File: config.mk
export PLATFORM = sky130hd
export DESIGN_NAME = chip_rst_sequencer
export DESIGN_NICKNAME = d
export VERILOG_FILES = /design/src/rtl/chip_rst_sequencer.sv
export SDC_FILE = /design/constraint.sdc
export NUM_CORES = 1
export LEC_CHECK = 0
export ABC_CLOCK_PERIOD_IN_PS = 5750
export BUFFER_PORTS_ARGS = -buffer_cell sky130_fd_sc_hd__buf_2
export CORE_MARGIN = 5
export CORE_UTILIZATION = 55
export CTS_CLUSTER_SIZE = 20
export DETAILED_ROUTE_END_ITERATION = 8
export GPL_TIMING_DRIVEN = 1
export PLACE_DENSITY = 0.72
export SYNTH_ARGS = -nofsm -noshare
export SYNTH_HDL_FRONTEND = slang
export SYNTH_SLANG_ARGS = --single-unit
export TNS_END_PERCENT = 10
File: constraint.sdc
create_clock -name clk_i -period 5.75 [get_ports clk_i]
set_clock_uncertainty 0.05 [all_clocks]
set_input_delay 0.575 -clock clk_i [delete_from_list [all_inputs] [get_ports clk_i]]
set_output_delay 0.575 -clock clk_i [all_outputs]
set_load 0.03 [all_outputs]
File: src/rtl/chip_rst_sequencer.sv
// Chip bring-up sequencer: synchronises and debounces readiness, then releases domain resets in order.
// Optional readiness timeout / FAULT state is compiled in with `define RST_SEQ_TIMEOUT_EN.
module chip_rst_sequencer #(
    parameter int unsigned          NumReady       = 3,
    parameter logic [NumReady-1:0]  ReadyMask      = {NumReady{1'b1}},
    parameter int unsigned          NumDomains     = 4,
    parameter int unsigned          DebounceCycles = 16,
    parameter int unsigned          StageGapCycles = 8,
    parameter int unsigned          TimeoutCycles  = 1048576
) (
    input  logic                  clk_i,
    input  logic                  rst_ni,
    input  logic [NumReady-1:0]   ready_i,
    input  logic                  sw_rst_req_i,
    output logic [NumDomains-1:0] rst_domain_no,
    output logic                  all_released_o,
    output logic [2:0]            state_o,
    output logic                  fault_o
);

    localparam int unsigned MaxDg  = (DebounceCycles > StageGapCycles) ? DebounceCycles : StageGapCycles;
    localparam int unsigned CntMax = (MaxDg > TimeoutCycles) ? MaxDg : TimeoutCycles;
    localparam int unsigned CntW   = $clog2(CntMax + 1);
    localparam int unsigned IdxW   = (NumDomains > 1) ? $clog2(NumDomains) : 1;

    typedef enum logic [2:0] {
        ST_RESET      = 3'd0,
        ST_WAIT_READY = 3'd1,
        ST_DEBOUNCE   = 3'd2,
        ST_RELEASE    = 3'd3,
        ST_RUN        = 3'd4,
        ST_FAULT      = 3'd5
    } state_e;

    state_e                state_q, state_d;
    logic [NumReady-1:0]   sync1_q, sync1_d;
    logic [NumReady-1:0]   sync2_q, sync2_d;
    logic [CntW-1:0]       cnt_q, cnt_d;
    logic [IdxW-1:0]       idx_q, idx_d;
    logic [NumDomains-1:0] rst_dom_q, rst_dom_d;
    logic                  all_rel_q, all_rel_d;
    logic                  fault_q, fault_d;
    logic                  ready_all;
    logic                  lose;

    // Masked-out bits are forced true so they can never hold the chip in reset.
    assign ready_all = &(sync2_q | ~ReadyMask);
    assign lose      = ~ready_all | sw_rst_req_i;

`ifdef RST_SEQ_TIMEOUT_EN
    logic [CntW-1:0] tmo_q, tmo_d;

    always_ff @(posedge clk_i or negedge rst_ni) begin
        if (!rst_ni) begin
            tmo_q <= '0;
        end else begin
            tmo_q <= tmo_d;
        end
    end
`endif

    always_comb begin
        sync1_d   = ready_i;
        sync2_d   = sync1_q;
        state_d   = state_q;
        cnt_d     = cnt_q;
        idx_d     = idx_q;
        rst_dom_d = rst_dom_q;
        all_rel_d = all_rel_q;
        fault_d   = fault_q;

        case (state_q)
            ST_RESET: begin
                state_d   = ST_WAIT_READY;
                cnt_d     = '0;
                idx_d     = '0;
                rst_dom_d = '0;
                all_rel_d = 1'b0;
            end
            ST_WAIT_READY: begin
                cnt_d     = '0;
                idx_d     = '0;
                rst_dom_d = '0;
                all_rel_d = 1'b0;
                if (ready_all) begin
                    state_d = ST_DEBOUNCE;
                end
            end
            ST_DEBOUNCE: begin
                if (lose) begin
                    state_d = ST_WAIT_READY;
                    cnt_d   = '0;
                end else if (cnt_q == CntW'(DebounceCycles - 1)) begin
                    rst_dom_d[0] = 1'b1;
                    cnt_d        = '0;
                    idx_d        = IdxW'(1);
                    if (NumDomains == 1) begin
                        state_d   = ST_RUN;
                        all_rel_d = 1'b1;
                    end else begin
                        state_d = ST_RELEASE;
                    end
                end else begin
                    cnt_d = cnt_q + 1'b1;
                end
            end
            ST_RELEASE: begin
                if (lose) begin
                    state_d   = ST_WAIT_READY;
                    cnt_d     = '0;
                    idx_d     = '0;
                    rst_dom_d = '0;
                    all_rel_d = 1'b0;
                end else if (cnt_q == CntW'(StageGapCycles - 1)) begin
                    rst_dom_d[idx_q] = 1'b1;
                    cnt_d            = '0;
                    if (idx_q == IdxW'(NumDomains - 1)) begin
                        state_d   = ST_RUN;
                        all_rel_d = 1'b1;
                    end else begin
                        idx_d = idx_q + 1'b1;
                    end
                end else begin
                    cnt_d = cnt_q + 1'b1;
                end
            end
            ST_RUN: begin
                // All domains drop together; there is no partial re-assertion.
                if (lose) begin
                    state_d   = ST_WAIT_READY;
                    cnt_d     = '0;
                    idx_d     = '0;
                    rst_dom_d = '0;
                    all_rel_d = 1'b0;
                end
            end
`ifdef RST_SEQ_TIMEOUT_EN
            ST_FAULT: begin
                rst_dom_d = '0;
                all_rel_d = 1'b0;
                fault_d   = 1'b1;
                if (sw_rst_req_i) begin
                    state_d = ST_WAIT_READY;
                    fault_d = 1'b0;
                end
            end
`endif
            default: begin
                state_d   = ST_WAIT_READY;
                cnt_d     = '0;
                idx_d     = '0;
                rst_dom_d = '0;
                all_rel_d = 1'b0;
                fault_d   = 1'b0;
            end
        endcase

`ifdef RST_SEQ_TIMEOUT_EN
        tmo_d = tmo_q;
        if (state_q == ST_WAIT_READY || state_q == ST_DEBOUNCE) begin
            // A software re-sequence request restarts the bring-up window and beats the timeout.
            if (sw_rst_req_i) begin
                tmo_d = '0;
            end else if (tmo_q == CntW'(TimeoutCycles - 1)) begin
                state_d   = ST_FAULT;
                fault_d   = 1'b1;
                rst_dom_d = '0;
                all_rel_d = 1'b0;
                cnt_d     = '0;
                idx_d     = '0;
            end else if (state_d == ST_RELEASE || state_d == ST_RUN) begin
                tmo_d = '0;
            end else begin
                tmo_d = tmo_q + 1'b1;
            end
        end else if (state_q != ST_FAULT || sw_rst_req_i) begin
            tmo_d = '0;
        end
`endif
    end

    always_ff @(posedge clk_i or negedge rst_ni) begin
        if (!rst_ni) begin
            state_q   <= ST_RESET;
            sync1_q   <= '0;
            sync2_q   <= '0;
            cnt_q     <= '0;
            idx_q     <= '0;
            rst_dom_q <= '0;
            all_rel_q <= 1'b0;
            fault_q   <= 1'b0;
        end else begin
            state_q   <= state_d;
            sync1_q   <= sync1_d;
            sync2_q   <= sync2_d;
            cnt_q     <= cnt_d;
            idx_q     <= idx_d;
            rst_dom_q <= rst_dom_d;
            all_rel_q <= all_rel_d;
            fault_q   <= fault_d;
        end
    end

    assign rst_domain_no  = rst_dom_q;
    assign all_released_o = all_rel_q;
    assign state_o        = state_q;
    assign fault_o        = fault_q;

endmodule
Word level (Yosys, flattened, before mapping). Cells that the tools add are included. W data, S select, Z words.

Add/subtract/negate cells: 2. Order comparisons: 2. Equality and inequality tests: 15. Muxes and demuxes: 35. Bitwise logic cells: 4. Reduce and logical (&&, ||, !) cells: 7.

Operators with widths (count): $mux W21 (5); $pmux W21 S3 (1); $add A21 B1 Y21 const B (1); $eq A21 B3 Y1 const B (1); $eq A21 B4 Y1 const B (1); $mux W3 (7); $mux W2 (6); $mux W4 (3); $ne A3 B3 Y1 const B (4); $pmux W3 S4 (1); $reduce_and A5 Y1 (2); $pmux W3 S3 (1); $ne A2 B2 Y1 const B (4); $reduce_and A4 Y1 (2); $mux W1 (7); $eq A3 B2 Y1 const B (2); $pmux W1 S3 (2); $pmux W2 S3 (1); $reduce_and A3 Y1 (2); $or A4 B4 Y4 (1); $eq A3 B1 Y1 const B (1); $eq A3 B3 Y1 const B (1); $lt A2 B3 Y1 const B (1); $add A2 B1 Y2 const B (1); 6 further kinds (7).

Register bits after elaboration: 37. Input bits: 6. Output and inout bits: 9. Word-level logic and storage cells: 73.

Depth between registers and ports, before layout.
Depth in word-level cells: 8. Depth in mapped cells: 8. Gate-level depth less buffers: 6.

Worst setup path after synthesis. Ideal clock, no wire load.

Path kind: register -> register. Start point: register cnt_q[0]. End point: register state_q[0] (netlist: state_o[0]). Setup time: 0.121 ns. Data arrival time: 1.895 ns. Data required time: 5.579 ns. Path slack: 3.684 ns. Cell stages (with the launch flop): 8. Buffers on the path: 1. Period minus slack after synthesis: 2.066 ns. Cell sequence: dfrtp_1 ha_1 and4bb_2 nand4_1 o31a_1 buf_6 or3_1 a22o_1.

Cells in the longest elaborated chain, start to end: 3. Elaborated cells between the ends (all ways): 5. Those cells by class: eq/ne: 4; reduce/logical: 1.

Ends and longest elaborated chain: start: declaration (line 38) `logic [CntW-1:0] cnt_q, cnt_d;`; start signal: assignment (line 196) `cnt_q <= cnt_d;`; $eq A21 B3 Y1 / $eq A21 B4 Y1 (equally long branches) (line 114, 93); $ne A3 B3 Y1 (no source line); $reduce_and A5 Y1 (no source line) *; end signal: assignment (line 193) `state_q <= state_d;`; end: declaration (line 35) `state_e state_q, state_d;`.

Every way passes the cells marked *; elsewhere a longest branch is shown, timed or not. A chain may end at the register's enable or synchronous reset.

Final worst setup path.
Start point: register cnt_q[15]. End point: register cnt_q[10].

Cells in the longest elaborated chain, start to end: 4. Elaborated cells between the ends (all ways): 7. Those cells by class: eq/ne: 2; mux: 5.

Ends and longest elaborated chain: $eq A21 B3 Y1 / $eq A21 B4 Y1 (equally long branches) (line 114, 93); $mux W21, on equally long branches (line 114, 93); $mux W21, on equally long branches (line 108, 90); $pmux W21 S3 * (line 72) `case (state_q)`.

Marked as above.

==> qor.yml <==
sta:
  fin_worst_hold_slack_ns: 0.298
  finalHoldViolCount: 0
  fin_crit_ns: 2.58
  max_freq_ghz: 0.388
  timing.slew.headroom_pct: 32.3
  worst-slew-pin-transition_ns: 1.01
  maxSlewViolCount: 0
  tns_ns: 0
  post-route-period-util_pct: 44.8
  rsz0062_at_grt: "no"
  final-setup-viol-count: 0
clocking:
  clock_path_buffers: 2
  post_cts.repair.setup_buffers: 0
  cts_num_sinks: 37
  cts_resized: 0
  holdBufCountCts: 0
  cts_made_buffers: 5
  clock_network_latency_to_the_later_pin_of_the_worst_skew_pair_ns: 0.29
  cts_tree: "built"
  cts-htree-levels: 2
  cts-root-buf: "sky130_fd_sc_hd__clkbuf_8"
  clk_transition_reported_paths_ns: 0.07
global_routing:
  grt_usage_pct: 18.3
  total_grt_overflow: 0
  grt_antenna_before_repair: 0
  first_pass_grt_wire_length_um: 7490
  grt_start_max_net_pins: 38
  vias_in_the_first_global_route: 1659
floorplanning:
  dieHeight_um: 71.2
  die-area_sq_um: 5060
  start_util_pct: 56.6
  core_sq_um: 3630
  ios: 15
  placement_rows: 22
  die_w_um: 71.2
route:
  detailedRoute.firstIterationViolations: 184
  drc: 0
  drt_pass1_iterations: 4
  wirelength_um: 4280
  met3WireLength_um: 264
  drt-met1-wl_um: 1920
  vias: 1728
  top_layer_used: "met4"
  wl_met2_um: 2050
  avgViaCountPerCell: 6.33
  detail_route.wl_per_cell_um: 15.7
  antenna_violating_nets_left: 0
setup_path:
  rrSetupSlack_ns: 3.17
  startpoint_type: "flip-flop"
  crit_required_ns: 5.88
  timing.setup.critical_path_class: "flip-flop to flip-flop"
  critPathCapture: "cnt_q[10]"
  worstPathArrival_ns: 2.71
  critPathSlowestCell: "sky130_fd_sc_hd__o31ai_2"
  crit-reg2reg-launch: "cnt_q[15]"
  timing.reg2reg.worst_path_depth: 5
  worst_path_largest_cell_delay_ns: 0.84
  category_of_the_worst_setup_path_capture_point: "flip-flop"
  worst-path-max-fanout: 15
  cp_cell_sequence: "nor4_1 > nand4_1 > o31ai_2 > o21ai_0 > a21o_1"
  reg2reg_to: "cnt_q[10]"
  startpoint: "cnt_q[15]"
outcome:
  status: "finished clean"
yosys:
  synth.distinct_cells: 48
  synth_flop_cell: "sky130_fd_sc_hd__dfrtp_1"
  synth-edff-count: 0
  syn_inst: 218
  async_reset_ff_share_pct: 100
  synth_seq_cells: 37
  yosys_warning_total: 0
  synth_cell_area_sq_um: 2060
  synth-seq-area-share_pct: 45.0
  net_count_after_synthesis: 229
  syn_avg_cell_area_sq_um: 9.44
placed_design:
  place.gp.congestion: 0.847
  io_buffer_count: 13
  final_hpwl_dp_um: 2990
layout:
  most_common_library_cell_in_the_layout_ignoring_fill_and_taps: "sky130_fd_sc_hd__dfrtp_1"
  layout.nets: 235
  area_growth_syn_to_layout_pct: 6.27
  commonest_cells_after_routing_fill_and_taps_aside: "sky130_fd_sc_hd__dfrtp_1 (37), sky130_fd_sc_hd__nand2_1 (23), sky130_fd_sc_hd__nand3_1 (18), sky130_fd_sc_hd__buf_2 (13), sky130_fd_sc_hd__a21oi_1 (12)"
  num_antenna_cells: 0
  layout-drive-gt1-share_pct: 12.0
power:
  cellPowerDensity_nw_per_um2: 280
  worst_ir_drop_vdd_v: 0.000162
  total_leakage_power_uw: 0.000959
flow_run:
  maxCapViolCount: 0
worst_hold_path:
  worstHoldPathType: "flip-flop to flip-flop"
## cells in the mapped netlist (3+ instances only)
cell	number	area [sq um]
sky130_fd_sc_hd__dfrtp_1	37	926
sky130_fd_sc_hd__nand2_1	23	86.3
sky130_fd_sc_hd__nand3_1	18	90.1
sky130_fd_sc_hd__a21oi_1	12	60.1
sky130_fd_sc_hd__nor2_1	11	41.3
sky130_fd_sc_hd__o21ai_0	10	50.1
sky130_fd_sc_hd__a31oi_1	8	50.1
sky130_fd_sc_hd__inv_1	7	26.3
sky130_fd_sc_hd__and3_1	6	37.5
sky130_fd_sc_hd__buf_2	6	30.0
sky130_fd_sc_hd__clkbuf_1	5	18.8
sky130_fd_sc_hd__ha_1	5	62.6
sky130_fd_sc_hd__o211ai_1	5	37.5
sky130_fd_sc_hd__or3_1	5	31.3
sky130_fd_sc_hd__nand4_1	4	25.0
sky130_fd_sc_hd__nor2b_1	4	25.0
sky130_fd_sc_hd__a22o_1	3	26.3
sky130_fd_sc_hd__a32o_1	3	30.0
sky130_fd_sc_hd__nand3b_1	3	22.5
sky130_fd_sc_hd__or4_1	3	22.5
## kinds of logic after synthesis
logic type | after synthesis | synth area share [%]
AO/OA/AOI/OAI | 60 | 20.3
XOR/XNOR | 2 | 0.852
adder cells (fa/ha/maj) | 5 | 3.04
buffers and inverters | 21 | 5.11
flip-flops | 37 | 45.0
other | 1 | 0.182
AND/OR/NAND/NOR | 92 | 25.5
## worst min path at each step
stage,startpoint,end,slack (ns),depth (start not counted)
final,sync1_q[1],sync2_q[1],0.30,0
after global routing,sync1_q[1],sync2_q[1],0.31,0
after CTS,sync1_q[1],sync2_q[1],0.30,0
after detailed placement,sync1_q[1],sync2_q[1],0.28,0
after global placement,sync1_q[0],sync2_q[0],0.28,0
after floorplan,rst_ni,all_released_o,0.23,0
## layout make-up
type	instances	area [sq um]
clock buffers	6	72.6
clock inverters	2	10.0
fillers	321	1450
inverters	7	26.3
multi-input cells	160	1030
flip-flops and latches	37	926
well taps	48	60.1
repair buffers	13	65.1
## through the flow
stage / total power, uW / utilization (%) / instances / worst slack, ns / cell area (sq um)
5_1_grt: 648 / 60.2 / 273 / 2.89 / 2190
6_report: 611 / 60.2 / 273 / 3.17 / 2190
2_1_floorplan: 408 / - / 218 / 3.68 / 2060
4_1_cts: 616 / 60.2 / 273 / 3.17 / 2190
3_3_place_gp: 437 / 57.9 / 265 / 3.24 / 2100
3_5_place_dp: 442 / 57.9 / 265 / 3.16 / 2100
## routing by layer
metal  vias up  track usage [%]
li1        821                -
met1       845             24.1
met2        55             29.2
met3         7             4.40
met4         0             6.89
met5         -                0
## sequential cells by signal (all words and copies together), names as in the netlist
signal	cells
all_released_o	1
cnt_q	21
idx_q	2
rst_domain_no	4
state_o	3
sync1_q	3
sync2_q	3
## where the power goes
part / leakage, uW / internal [uW] / switching (uW) / total (uW)
clock network: 0.0000450 / 84.0 / 91.0 / 175
registers: 0.000498 / 276 / 24.0 / 300
logic: 0.000417 / 56.0 / 80.4 / 136
total: 0.000959 / 416 / 195 / 611
## worst max-delay path: cells and delay by family, from the launching register on
| family | cells | cell delay [ns] |
|---|---|---|
| AO/OA/AOI/OAI | 3 | 1.30 |
| flip-flops | 1 | 0.45 |
| AND/OR/NAND/NOR | 2 | 0.67 |
Power figures use the tool's default switching activity.
